`config.mk`:
```
export PLATFORM = sky130hd
export DESIGN_NAME = instr_loader_flat
export DESIGN_NICKNAME = d
export VERILOG_FILES = /design/src/rtl/instr_loader_pkg.sv /design/src/rtl/instr_loader_if.sv /design/src/rtl/instr_loader.sv /design/src/flat_wrapper.sv
export SDC_FILE = /design/constraint.sdc
export NUM_CORES = 1
export LEC_CHECK = 0
export CAP_MARGIN = 20
export CORE_MARGIN = 2
export CORE_UTILIZATION = 41
export CTS_CLUSTER_SIZE = 30
export DETAILED_ROUTE_END_ITERATION = 10
export GPL_TIMING_DRIVEN = 0
export PLACE_DENSITY = 0.75
export RECOVER_POWER = 25
export SLEW_MARGIN = 20
export SYNTH_ARGS = -nofsm -noshare
export SYNTH_HDL_FRONTEND = slang
export SYNTH_SLANG_ARGS = --single-unit
```
`constraint.sdc`:
```
create_clock -name clk -period 1.5 [get_ports clk]
set_clock_uncertainty 0.05 [all_clocks]
set_input_delay 0.45 -clock clk [delete_from_list [all_inputs] [get_ports clk]]
set_output_delay 0.45 -clock clk [all_outputs]
set_load 0.01 [all_outputs]
```
`src/rtl/instr_loader_pkg.sv`:
```
// Shared instruction-memory geometry and loader state encodings.
// Other stages use the LOADER_* values to decode loader state in debug prints.
package instr_loader_pkg;

  localparam int unsigned WORD_SIZE      = 16;
  localparam int unsigned IMEM_ADDR_SIZE = 8;
  localparam int unsigned IMEM_DEPTH     = 256;

  localparam logic [1:0] LOADER_IDLE  = 2'd0;
  localparam logic [1:0] LOADER_LOAD  = 2'd1;
  localparam logic [1:0] LOADER_DONE  = 2'd2;
  localparam logic [1:0] LOADER_ERROR = 2'd3;

  typedef enum logic [1:0] {
    ST_IDLE  = LOADER_IDLE,
    ST_LOAD  = LOADER_LOAD,
    ST_DONE  = LOADER_DONE,
    ST_ERROR = LOADER_ERROR
  } loader_state_t;

endpackage

```
`src/rtl/instr_loader_if.sv`:
```
// Program-word stream in and instruction-memory write port out.
// master is the host/memory side, slave is the loader.
interface instr_loader_if #(
  parameter int unsigned WORD_SIZE = instr_loader_pkg::WORD_SIZE,
  parameter int unsigned ADDR_SIZE = instr_loader_pkg::IMEM_ADDR_SIZE
);

  logic                 in_valid;
  logic                 in_ready;
  logic [WORD_SIZE-1:0] in_data;
  logic                 in_last;

  logic                 mem_we;
  logic [ADDR_SIZE-1:0] mem_addr;
  logic [WORD_SIZE-1:0] mem_data;

  modport master (
    output in_valid, in_data, in_last,
    input  in_ready, mem_we, mem_addr, mem_data
  );

  modport slave (
    input  in_valid, in_data, in_last,
    output in_ready, mem_we, mem_addr, mem_data
  );

endinterface

```
`src/rtl/instr_loader.sv`:
```
// Program loader: streams words into instruction memory from address 0,
// holds the CPU until the load completes, and keeps an XOR checksum.
module instr_loader #(
  parameter int unsigned WORD_SIZE = instr_loader_pkg::WORD_SIZE,
  parameter int unsigned ADDR_SIZE = instr_loader_pkg::IMEM_ADDR_SIZE,
  parameter int unsigned MEM_DEPTH = instr_loader_pkg::IMEM_DEPTH
) (
  input  logic                 clk,
  input  logic                 reset,
  input  logic                 start,
  instr_loader_if.slave        bus,
  output logic                 cpu_run,
  output logic [ADDR_SIZE:0]   load_count,
  output logic [WORD_SIZE-1:0] checksum,
  output logic                 error
);

  import instr_loader_pkg::*;

  localparam int unsigned CNT_W = ADDR_SIZE + 1;
  // Index of the last writable word; accepting it without in_last overflows.
  localparam logic [CNT_W-1:0] LAST_IDX = CNT_W'(MEM_DEPTH - 1);

  loader_state_t state, state_next;
  logic          take_c;
  logic          ready_nxt;
  logic          run_nxt;
  logic          error_nxt;

  // Next state plus the next values of the state-decoded flag outputs.
  always_comb begin
    state_next = state;
    take_c     = 1'b0;
    ready_nxt  = 1'b0;
    run_nxt    = 1'b0;
    error_nxt  = 1'b0;

    take_c = (state == ST_LOAD) && bus.in_valid && bus.in_ready;

    if (start) begin
      state_next = ST_LOAD;
    end else if (take_c) begin
      if (bus.in_last) begin
        state_next = ST_DONE;
      end else if (load_count == LAST_IDX) begin
        state_next = ST_ERROR;
      end
    end

    ready_nxt = (state_next == ST_LOAD);
    run_nxt   = (state_next == ST_DONE);
    error_nxt = (state_next == ST_ERROR);
  end

  // State register.
  always_ff @(posedge clk) begin
    if (reset) begin
      state <= ST_IDLE;
    end else begin
      state <= state_next;
    end
  end

  // Registered outputs; load_count doubles as the write-address counter.
  always_ff @(posedge clk) begin
    if (reset) begin
      bus.in_ready <= 1'b0;
      bus.mem_we   <= 1'b0;
      bus.mem_addr <= '0;
      bus.mem_data <= '0;
      cpu_run      <= 1'b0;
      load_count   <= '0;
      checksum     <= '0;
      error        <= 1'b0;
    end else begin
      bus.in_ready <= ready_nxt;
      cpu_run      <= run_nxt;
      error        <= error_nxt;
      bus.mem_we   <= 1'b0;
      // start wins over a word accepted in the same cycle.
      if (start) begin
        load_count <= '0;
        checksum   <= '0;
      end else if (take_c) begin
        bus.mem_we   <= 1'b1;
        bus.mem_addr <= load_count[ADDR_SIZE-1:0];
        bus.mem_data <= bus.in_data;
        load_count   <= load_count + CNT_W'(1);
        checksum     <= checksum ^ bus.in_data;
      end
    end
  end

endmodule

```
`src/flat_wrapper.sv`:
```
// flat-port wrapper written by rule: the top's interface ports become plain ports
module instr_loader_flat import instr_loader_pkg::*;
#(
  parameter int unsigned WORD_SIZE = instr_loader_pkg::WORD_SIZE,
  parameter int unsigned ADDR_SIZE = instr_loader_pkg::IMEM_ADDR_SIZE,
  parameter int unsigned MEM_DEPTH = instr_loader_pkg::IMEM_DEPTH
)
  (clk, reset, start, cpu_run, load_count, checksum, error, bus_in_valid, bus_in_data, bus_in_last, bus_in_ready, bus_mem_we, bus_mem_addr, bus_mem_data);
  instr_loader_if #(.WORD_SIZE(WORD_SIZE), .ADDR_SIZE(ADDR_SIZE)) bus_i ();
  input  logic clk;
  input  logic reset;
  input  logic start;
  output logic cpu_run;
  output logic [ADDR_SIZE:0] load_count;
  output logic [WORD_SIZE-1:0] checksum;
  output logic error;
  input wire logic [$bits(bus_i.in_valid)-1:0] bus_in_valid;
  input wire logic [$bits(bus_i.in_data)-1:0] bus_in_data;
  input wire logic [$bits(bus_i.in_last)-1:0] bus_in_last;
  output wire logic [$bits(bus_i.in_ready)-1:0] bus_in_ready;
  output wire logic [$bits(bus_i.mem_we)-1:0] bus_mem_we;
  output wire logic [$bits(bus_i.mem_addr)-1:0] bus_mem_addr;
  output wire logic [$bits(bus_i.mem_data)-1:0] bus_mem_data;
  assign bus_i.in_valid = bus_in_valid;
  assign bus_i.in_data = bus_in_data;
  assign bus_i.in_last = bus_in_last;
  assign bus_in_ready = bus_i.in_ready;
  assign bus_mem_we = bus_i.mem_we;
  assign bus_mem_addr = bus_i.mem_addr;
  assign bus_mem_data = bus_i.mem_data;
  instr_loader #(.WORD_SIZE(WORD_SIZE), .ADDR_SIZE(ADDR_SIZE), .MEM_DEPTH(MEM_DEPTH)) u_core (.clk(clk), .reset(reset), .start(start), .bus(bus_i), .cpu_run(cpu_run), .load_count(load_count), .checksum(checksum), .error(error));
endmodule
```
* Word level (Yosys, flattened, before mapping)
Index checks and enable logic that the tools add are counted.
** Storage, ports and cells
- Register bits :: 55
- Bits of input ports :: 21
- Output and inout port bits :: 53
- Logic and storage cells :: 26
** Cells by class
- Add/sub/neg operators :: 1
- Eq/ne operators :: 5
- Multiplexer cells :: 5
- Bitwise operators :: 2
- Reduce and logical (&&, ||, !) cells :: 4
** Operators by type and width (number)
- XOR 16 bit :: 1
- adder 9 x 1 -> 9 bit (second input constant) :: 1
- equality test 9 x 8 -> 1 bit (second input constant) :: 1
- two-way mux 2 bit :: 4
- equality test 2 x 1 -> 1 bit (second input constant) :: 2
- equality test 2 bit (second input constant) :: 2
- logical AND 1 bit :: 2
- AND reduction 2 bit :: 1
- OR reduction 2 bit :: 1
- two-way mux 1 bit :: 1
- NOT 1 bit :: 1

* Longest topological paths before layout
Gate-level depths: netlist (run 1).
- Word-level depth :: 6
- Mapped depth :: 7
- Mapped depth without buffers :: 7

* Worst setup path before layout (run 1)
No wires, ideal clock.
- Kind :: reg-to-reg
- Start :: register u_core.load_count[0]
- End :: register u_core.cpu_run
- Setup time :: 0.133 ns
- Arrival :: 1.438 ns
- Required time :: 1.317 ns
- Slack :: -0.121 ns
- Cell stages (with the launch flop) :: 8
- Path buffers :: 0
- Clock period less this slack :: 1.621 ns
- Path through :: dfxtp_1 > ha_1 > nand3_1 > nor2_1 > ha_1 > or2_2 > a31oi_1 > a211oi_1
** On the way
- Longest elaborated chain between the ends :: 6
** Ends and longest elaborated chain
- from (decl) :: RTL line instr_loader.sv:13 : output logic [ADDR_SIZE:0] load_count,
- from (signal assigned) :: RTL line instr_loader.sv:88 : load_count <= load_count + CNT_W'(1);
- equality test 9 x 8 -> 1 bit :: RTL line instr_loader.sv:45 : end else if (load_count == LAST_IDX) begin
- two-way mux 2 bit :: RTL line instr_loader.sv:45
- two-way mux 2 bit :: RTL line instr_loader.sv:43 : if (bus.in_last) begin
- two-way mux 2 bit :: RTL line instr_loader.sv:42 : end else if (take_c) begin
- two-way mux 2 bit :: RTL line instr_loader.sv:40 : if (start) begin
- equality test 2 bit :: RTL line instr_loader.sv:51 : run_nxt = (state_next == ST_DONE);
- to (signal assigned) :: RTL line instr_loader.sv:77 : cpu_run <= run_nxt;
- to (decl) :: RTL line instr_loader.sv:12 : output logic cpu_run,
No other way between the ends.
A chain may end at the register's enable or synchronous reset.

* Worst setup path in the final report (run 1)
- Start :: register u_core.state[1]
- End :: register u_core.load_count[7]
** On the way
- Longest elaborated chain between the ends :: 3
** Ends and longest elaborated chain
- from (decl) :: RTL line instr_loader.sv:24 : loader_state_t state, state_next;
- from (signal assigned) :: RTL line instr_loader.sv:60 : state <= state_next;
- equality test 2 x 1 -> 1 bit :: RTL line instr_loader.sv:38 : take_c = (state == ST_LOAD) && bus.in_valid && bus.in_ready;
- logical AND 1 bit (2 in series) :: RTL line instr_loader.sv:38
No other way between the ends.

==> results of run 1 <==
[state kept, by name (all words and copies together), names as in the netlist]
name,flops
u_core.bus.mem_data,16
u_core.checksum,16
u_core.load_count,9
u_core.bus.mem_addr,8
u_core.state,2
u_core.bus.in_ready,1
u_core.bus.mem_we,1
u_core.cpu_run,1
u_core.error,1
[cells by family after synthesis]
kind of cell,after synthesis,synth area share
compound gates,101,0.237
fa+ha+maj,2,0.0111
simple gates,72,0.189
xor+xnor,1,0.00388
buf+inv,39,0.0720
flops,55,0.487
[worst max-delay path by stage]
| stage | to | cells after the start | from |
|---|---|---|---|
| 2_1_floorplan | u_core.cpu_run$_SDFF_PP0_ | 7 | u_core.load_count[0]$_SDFFE_PP0N_ |
| 3_3_place_gp | u_core.load_count[5]$_SDFFE_PP0N_ | 5 | start |
| 3_5_place_dp | u_core.load_count[7]$_SDFFE_PP0N_ | 5 | start |
| 4_1_cts | load_count[2] | 1 | u_core.load_count[2]$_SDFFE_PP0N_ |
| 5_1_grt | u_core.load_count[7]$_SDFFE_PP0N_ | 4 | u_core.state[1]$_SDFF_PP0_ |
| 6_report | u_core.load_count[7]$_SDFFE_PP0N_ | 4 | u_core.state[1]$_SDFF_PP0_ |
[area by class of cell]
cell class | instances | area, um^2
fillers | 499 | 2120
multi-input cells | 176 | 1060
clock buffers | 5 | 68.8
flip-flops and latches | 55 | 1140
well taps | 72 | 90.1
inverters | 19 | 71.3
plain buffers | 19 | 116
repair buffers | 80 | 708
clock inverters | 2 | 37.5
[synthesized netlist by cell type, drive strengths merged (2+ instances only)]
| cell type | count | share of area |
|---|---|---|
| dfxtp | 55 | 0.49 |
| a211oi | 3 | 0.010 |
| a21oi | 47 | 0.10 |
| nor3 | 2 | 0.0044 |
| a31oi | 2 | 0.0055 |
| ha | 2 | 0.011 |
| inv | 19 | 0.032 |
| o21a | 2 | 0.0066 |
| nand2 | 5 | 0.0083 |
| nor2 | 5 | 0.0083 |
| clkbuf | 12 | 0.020 |
| or3 | 17 | 0.047 |
| nor2b | 3 | 0.0083 |
| o31ai | 4 | 0.013 |
| nand3 | 27 | 0.060 |
| or2 | 2 | 0.0055 |
| buf | 8 | 0.020 |
| o21ai | 41 | 0.091 |
| or4 | 4 | 0.013 |
[routing by layer]
metal / wire (um) / part of all wire / track usage
met5: 0 / 0 / 0
met4: 105 / 0.017 / 0.0596
met3: 254 / 0.040 / 0.0414
met2: 3160 / 0.50 / 0.347
met1: 2800 / 0.44 / 0.272
[worst min-delay path, stage by stage (launching register included)]
cell     delay, ns
dfxtp_1       0.32
o21ai_0       0.06
a21oi_1       0.06
[metrics by stage]
stage	worst slack (ns)	instance area, um^2	hold WS, ns
after floorplan	0.000608	2270	0.447
after global placement	-0.668	3100	0.410
after detailed placement	-0.687	3100	0.416
after CTS	0.00290	3240	0.427
after global routing	-0.123	3290	0.455
final	-0.0605	3290	0.425
[report_power, final]
part	leakage, nW	total [mW]	switching, mW	internal (mW)
sequential	0.451	1.47	0.0139	1.46
clock	0.0502	0.967	0.478	0.489
combinational	0.892	0.243	0.135	0.108
[what timing repair did]
item                       CTS  global route
setup buffers                5             2
resized for setup           89            34
setup endpoints to repair  101            47
pin swaps                    5             9
==> out/metrics.cfg, run 1 <==
[final_layout]
antenna_cells = 0
drive_gt1_frac = 0.169
syn2layout_area_growth_pct = 45.5
final_common_cell = dlygate4sd2_1
fin_nets = 379
fin_util = 0.608
stdcell_count = 428
layout_common_cells = 48 x dlygate4sd2_1, 46 x a21oi_1, 45 x dfxtp_1, 41 x o21ai_0, 26 x nand3_1

[critical_path]
crit_fanout = 10
cp_slowest_cell = o31ai_1
critPathTopFamily = compound AO/OA/AOI/OAI gates
start_kind = flop
cp-end-kind = flop
worstRegToRegCells = 4
reg2reg_to = u_core.load_count[7]$_SDFFE_PP0N_
worstSetupPathType = reg -> reg
worstReg2RegStart = u_core.state[1]$_SDFF_PP0_
path_cells = nand4b_4 -> clkbuf_2 -> o31ai_1 -> a21oi_2
critPathArrivalTime_ns = 1.69
rrSetupSlack_ns = -0.06
cp_num_buf_inv = 1
required_ns = 1.63
max_stage_delay_ns = 0.45

[synth]
synth_seq_cells = 55
synth_edf_count = 0
synth_warnings = 0
syn_area_per_cell_um2 = 8.37
yosysUniqueCellTypes = 30
ys.flop_type = dfxtp_1
async_flop_share = 0
synth_area_um2 = 2260
synth_sequential_area_ratio = 0.487
syn-instance-count = 270
synth_fp_nets = 293

[global_routing]
grt_usage = 0.207
grt_pass1_wl_um = 10200
grt_antenna_before_repair = 0
grt_max_degree = 17
gr-total-overflow = 0
grt_pass1_vias = 2096

[floorplanning]
rows = 27
io_pins = 74
die_area_um2 = 6120
start_util = 0.418
core-area_um2 = 5410
die_x_um = 78.2
fp.dieH_um = 78.2

[placement]
routabilityCongestion = 0.790
placed_cells = 415
io_buffers = 73
hpwlAfterDp_um = 4410

[clocking]
cts_hold_buf = 0
cts_max_level = 2
clock_latency_ns = 0.31
cts.sinks = 55
root_buffer = clkbuf_8
cts_buffers = 5
tritoncts = done
clk_pin_slew_ns = 0.09
clock_path_buffers = 2

[routing]
vias = 2300
dr.first_iter.drc_count = 110
wl_per_cell_um = 14.8
drtAntennaViolNets = 0
drt_wl_total_um = 6330
drc = 0
dr.pass1.iters = 4
vias_per_cell = 5.37

[sta]
report.final.slew_viol_count = 0
tns_ns = -0.0605
setup_ws_ns = -0.0605
fmax_mhz = 641
setup_viol = 1
report.final.hold_viol_count = 0
min_period_over_period = 1.04
relSlewSlack = 0.699
worst_pin_slew_ns = 0.447
rsz0062_at_grt = yes
period_needed_ns = 1.56

[power_and_ir_drop]
finalPower_mw = 2.68
peakVddDrop_mv = 0.526
p_leak_nw = 1.39
power_density_nw_per_um2 = 816

[outcome]
violations = negative setup slack
run_status = finished with violations

[worst_hold_path]
hold_depth = 2
min_path_type = reg -> reg
whs_endpoint = u_core.bus.mem_data[6]$_SDFFE_PP0P_
min_from = u_core.bus.mem_data[6]$_SDFFE_PP0P_

[run]
max_cap_violations = 0

(Power assumes the default switching activity.)
==> inputs of run 2 (changes only) <==
Settings changed: ABC_AREA from default to 1, PLACE_DENSITY 0.75 to 0.76.
==> out/metrics.cfg, run 2 <==
[outcome]
run_status = finished with violations
violations = negative setup slack

[sta]
relSlewSlack = 0.688  ; -0.0111
report.final.hold_viol_count = 0  ; unchanged
worst_pin_slew_ns = 0.468  ; +0.0204 ns
setup_viol = 3  ; +2
min_period_over_period = 1.01  ; -0.0279
rsz0062_at_grt = yes
setup_ws_ns = -0.0187  ; +0.0418 ns
period_needed_ns = 1.52  ; -0.0418 ns
fmax_mhz = 658  ; +2.8%
report.final.slew_viol_count = 0  ; unchanged

[power_and_ir_drop]
peakVddDrop_mv = 0.510  ; -3.1%
p_leak_nw = 1.39  ; -0.53%
power_density_nw_per_um2 = 795  ; -2.6%
finalPower_mw = 2.57  ; -4.3%

[critical_path]
start_kind = flop
max_stage_delay_ns = 0.37  ; -0.08 ns
worstRegToRegCells = 9  ; +5
cp_slowest_cell = dfxtp_4
path_common_cell = nand2_2
critPathArrivalTime_ns = 1.68  ; about the same
worstSetupPathType = reg -> reg
worstReg2RegStart = u_core.load_count[1]$_SDFFE_PP0N_
crit_fanout = 4  ; -6
crit_end = u_core.state[1]$_SDFF_PP0_
reg2reg_to = u_core.state[1]$_SDFF_PP0_
cp-end-kind = flop
required_ns = 1.66  ; +0.03 ns
rrSetupSlack_ns = -0.02  ; +0.04 ns
startpoint = u_core.load_count[1]$_SDFFE_PP0N_
path_cells = ha_4 -> nand3_4 -> nor4_4 -> ha_2 -> or2_2 -> nand3_2 -> nand2_2 -> nand2_2 -> inv_1

[routing]
drc = 0  ; unchanged
drt_wl_total_um = 6130  ; -3.2%
wl_met2_um = 3040  ; -3.8%
drtAntennaViolNets = 0  ; unchanged
wl_per_cell_um = 13.3  ; -9.7%
wl_met1_um = 2690  ; -4.1%
vias_per_cell = 4.98  ; -7.2%
routed.top_layer = met4
dr.first_iter.drc_count = 141  ; +28%
vias = 2288  ; -0.52%
dr.pass1.iters = 4  ; unchanged
met3_length_um = 333  ; +31%

[synth]
synth_common_cells = 80 x nand2_1, 55 x dfxtp_1, 45 x a21oi_1, 44 x nand3_1, 26 x inv_1
synth_warnings = 0  ; unchanged
synth_area_um2 = 2230  ; -1.4%
syn_area_per_cell_um2 = 7.40  ; -12%
synth_sequential_area_ratio = 0.494  ; +0.00712
synth_edf_count = 0  ; unchanged
yosysMostFrequentCell = nand2_1
syn-instance-count = 301  ; +11%
synth_largest_area_cell = dfxtp_1
synth_top_area_frac = 0.494  ; +0.00712
async_flop_share = 0  ; unchanged
synth_area_leaders = dfxtp_1 49%, nand2_1 13%, a21oi_1 10%
ys.flop_type = dfxtp_1
synth_seq_cells = 55  ; unchanged
yosysUniqueCellTypes = 22  ; -27%
synth_fp_nets = 324  ; +11%

[clocking]
cts_max_level = 2  ; unchanged
cts_buffers = 5  ; unchanged
clock_path_buffers = 2  ; unchanged
cts.sinks = 55  ; unchanged
clock_latency_ns = 0.31  ; about the same
tritoncts = done
clk_pin_slew_ns = 0.11  ; +0.02 ns
root_buffer = clkbuf_8

[global_routing]
grt_max_degree = 18  ; +1
grt_usage = 0.207  ; -0.000913
grt_pass1_wl_um = 10100  ; -0.94%
grt_pass1_vias = 2180  ; +4.0%
grt_antenna_before_repair = 0  ; unchanged
gr-total-overflow = 0  ; unchanged

[floorplanning]
die_x_um = 77.7  ; -0.69%
die_area_um2 = 6040  ; -1.4%
io_pins = 74  ; unchanged
fp.dieH_um = 77.7  ; -0.69%
core-area_um2 = 5170  ; -4.3%
rows = 26  ; -3.7%
start_util = 0.431  ; +0.0125

[final_layout]
stdcell_count = 459  ; +7.2%
syn2layout_area_growth_pct = 45.1
final_cell_area_um2 = 3230  ; -1.7%
final_common_cell = nand2_1
layout_common_cells = 77 x nand2_1, 49 x dlygate4sd2_1, 45 x a21oi_1, 43 x nand3_1, 41 x dfxtp_1
drive_gt1_frac = 0.152  ; -0.0169
antenna_cells = 0  ; unchanged
reg_top3 = u_core.bus.mem_data x16, u_core.checksum x16, u_core.load_count x9
fin_nets = 411  ; +8.4%

[placement]
placed_cells = 443  ; +6.7%
io_buffers = 72  ; -1.4%
dpl_cell_area_um2 = 3050  ; -1.5%
dp_slack_ns = -0.489  ; +0.198 ns
routabilityCongestion = 0.778  ; -1.5%
hpwlAfterDp_um = 4210  ; -4.5%

[run]
max_cap_violations = 0  ; unchanged

[worst_hold_path]
min_path_type = in -> reg

==> run 2: what timing repair did <==
action                                  in CTS  in global routing
pin swaps                                    5                  2
hold buffers                                 0                  0
buffers inserted                             6                  2
endpoints found under the setup margin      95                 39
resized for setup                           88                 21
==> run 2: layout make-up <==
type / count / area, um^2
fillers: 507 / 1940
flip-flops and latches: 55 / 1130
multi-input cells: 203 / 995
repair buffers: 80 / 697
plain buffers: 16 / 115
inverters: 27 / 104
well taps: 70 / 87.6
clock buffers: 6 / 82.6
clock inverters: 2 / 16.3
==> run 2: worst min path at each step <==
stage / start / endpoint / slack [ns] / cells past startpoint
4_1_cts: reset / u_core.bus.mem_addr[7]$_SDFFE_PP0P_ / 0.37 / 2
2_1_floorplan: u_core.checksum[15]$_SDFFE_PP0N_ / u_core.checksum[15]$_SDFFE_PP0N_ / 0.43 / 2
5_1_grt: reset / u_core.bus.mem_addr[0]$_SDFFE_PP0P_ / 0.37 / 2
3_3_place_gp: u_core.checksum[11]$_SDFFE_PP0N_ / u_core.checksum[11]$_SDFFE_PP0N_ / 0.39 / 2
3_5_place_dp: u_core.checksum[15]$_SDFFE_PP0N_ / u_core.checksum[15]$_SDFFE_PP0N_ / 0.40 / 2
6_report: reset / u_core.bus.mem_addr[7]$_SDFFE_PP0P_ / 0.37 / 2
==> run 2: per-stage QoR <==
stage | utilization | setup TNS [ns] | hold WS, ns
after detailed placement | 0.590 | -20.45 | 0.403
after global placement | 0.590 | -19.05 | 0.391
after global routing | 0.625 | -0.406 | 0.368
after floorplan | - | 0 | 0.427
after CTS | 0.620 | -0.389 | 0.366
final | 0.625 | -0.0477 | 0.367
==> run 2: layer usage <==
metal  GRT usage  vias up
li1            -     1143
met1       0.251     1082
met2       0.362       56
met3      0.0419        7
met4      0.0679        0
met5           0        -
==> run 2: cell families after synthesis <==
group | synth area share
and+or+nand+nor | 0.305
AOI/OAI and AO/OA | 0.106
buffers and inverters | 0.0837
DFF | 0.494
adders and majority gates | 0.0112
==> run 2: report_power, final <==
| part | internal [mW] | switching, mW |
|---|---|---|
| clock network | 0.378 | 0.498 |
| registers | 1.46 | 0.00986 |
| logic | 0.0945 | 0.123 |
==> run 2: critical path: cells and delay by family (launching register included) <==
family | cells | cell delay (ns)
and+or+nand+nor | 6 | 0.62
DFF | 1 | 0.37
adders and majority gates | 2 | 0.34
buffers and inverters | 1 | 0.04
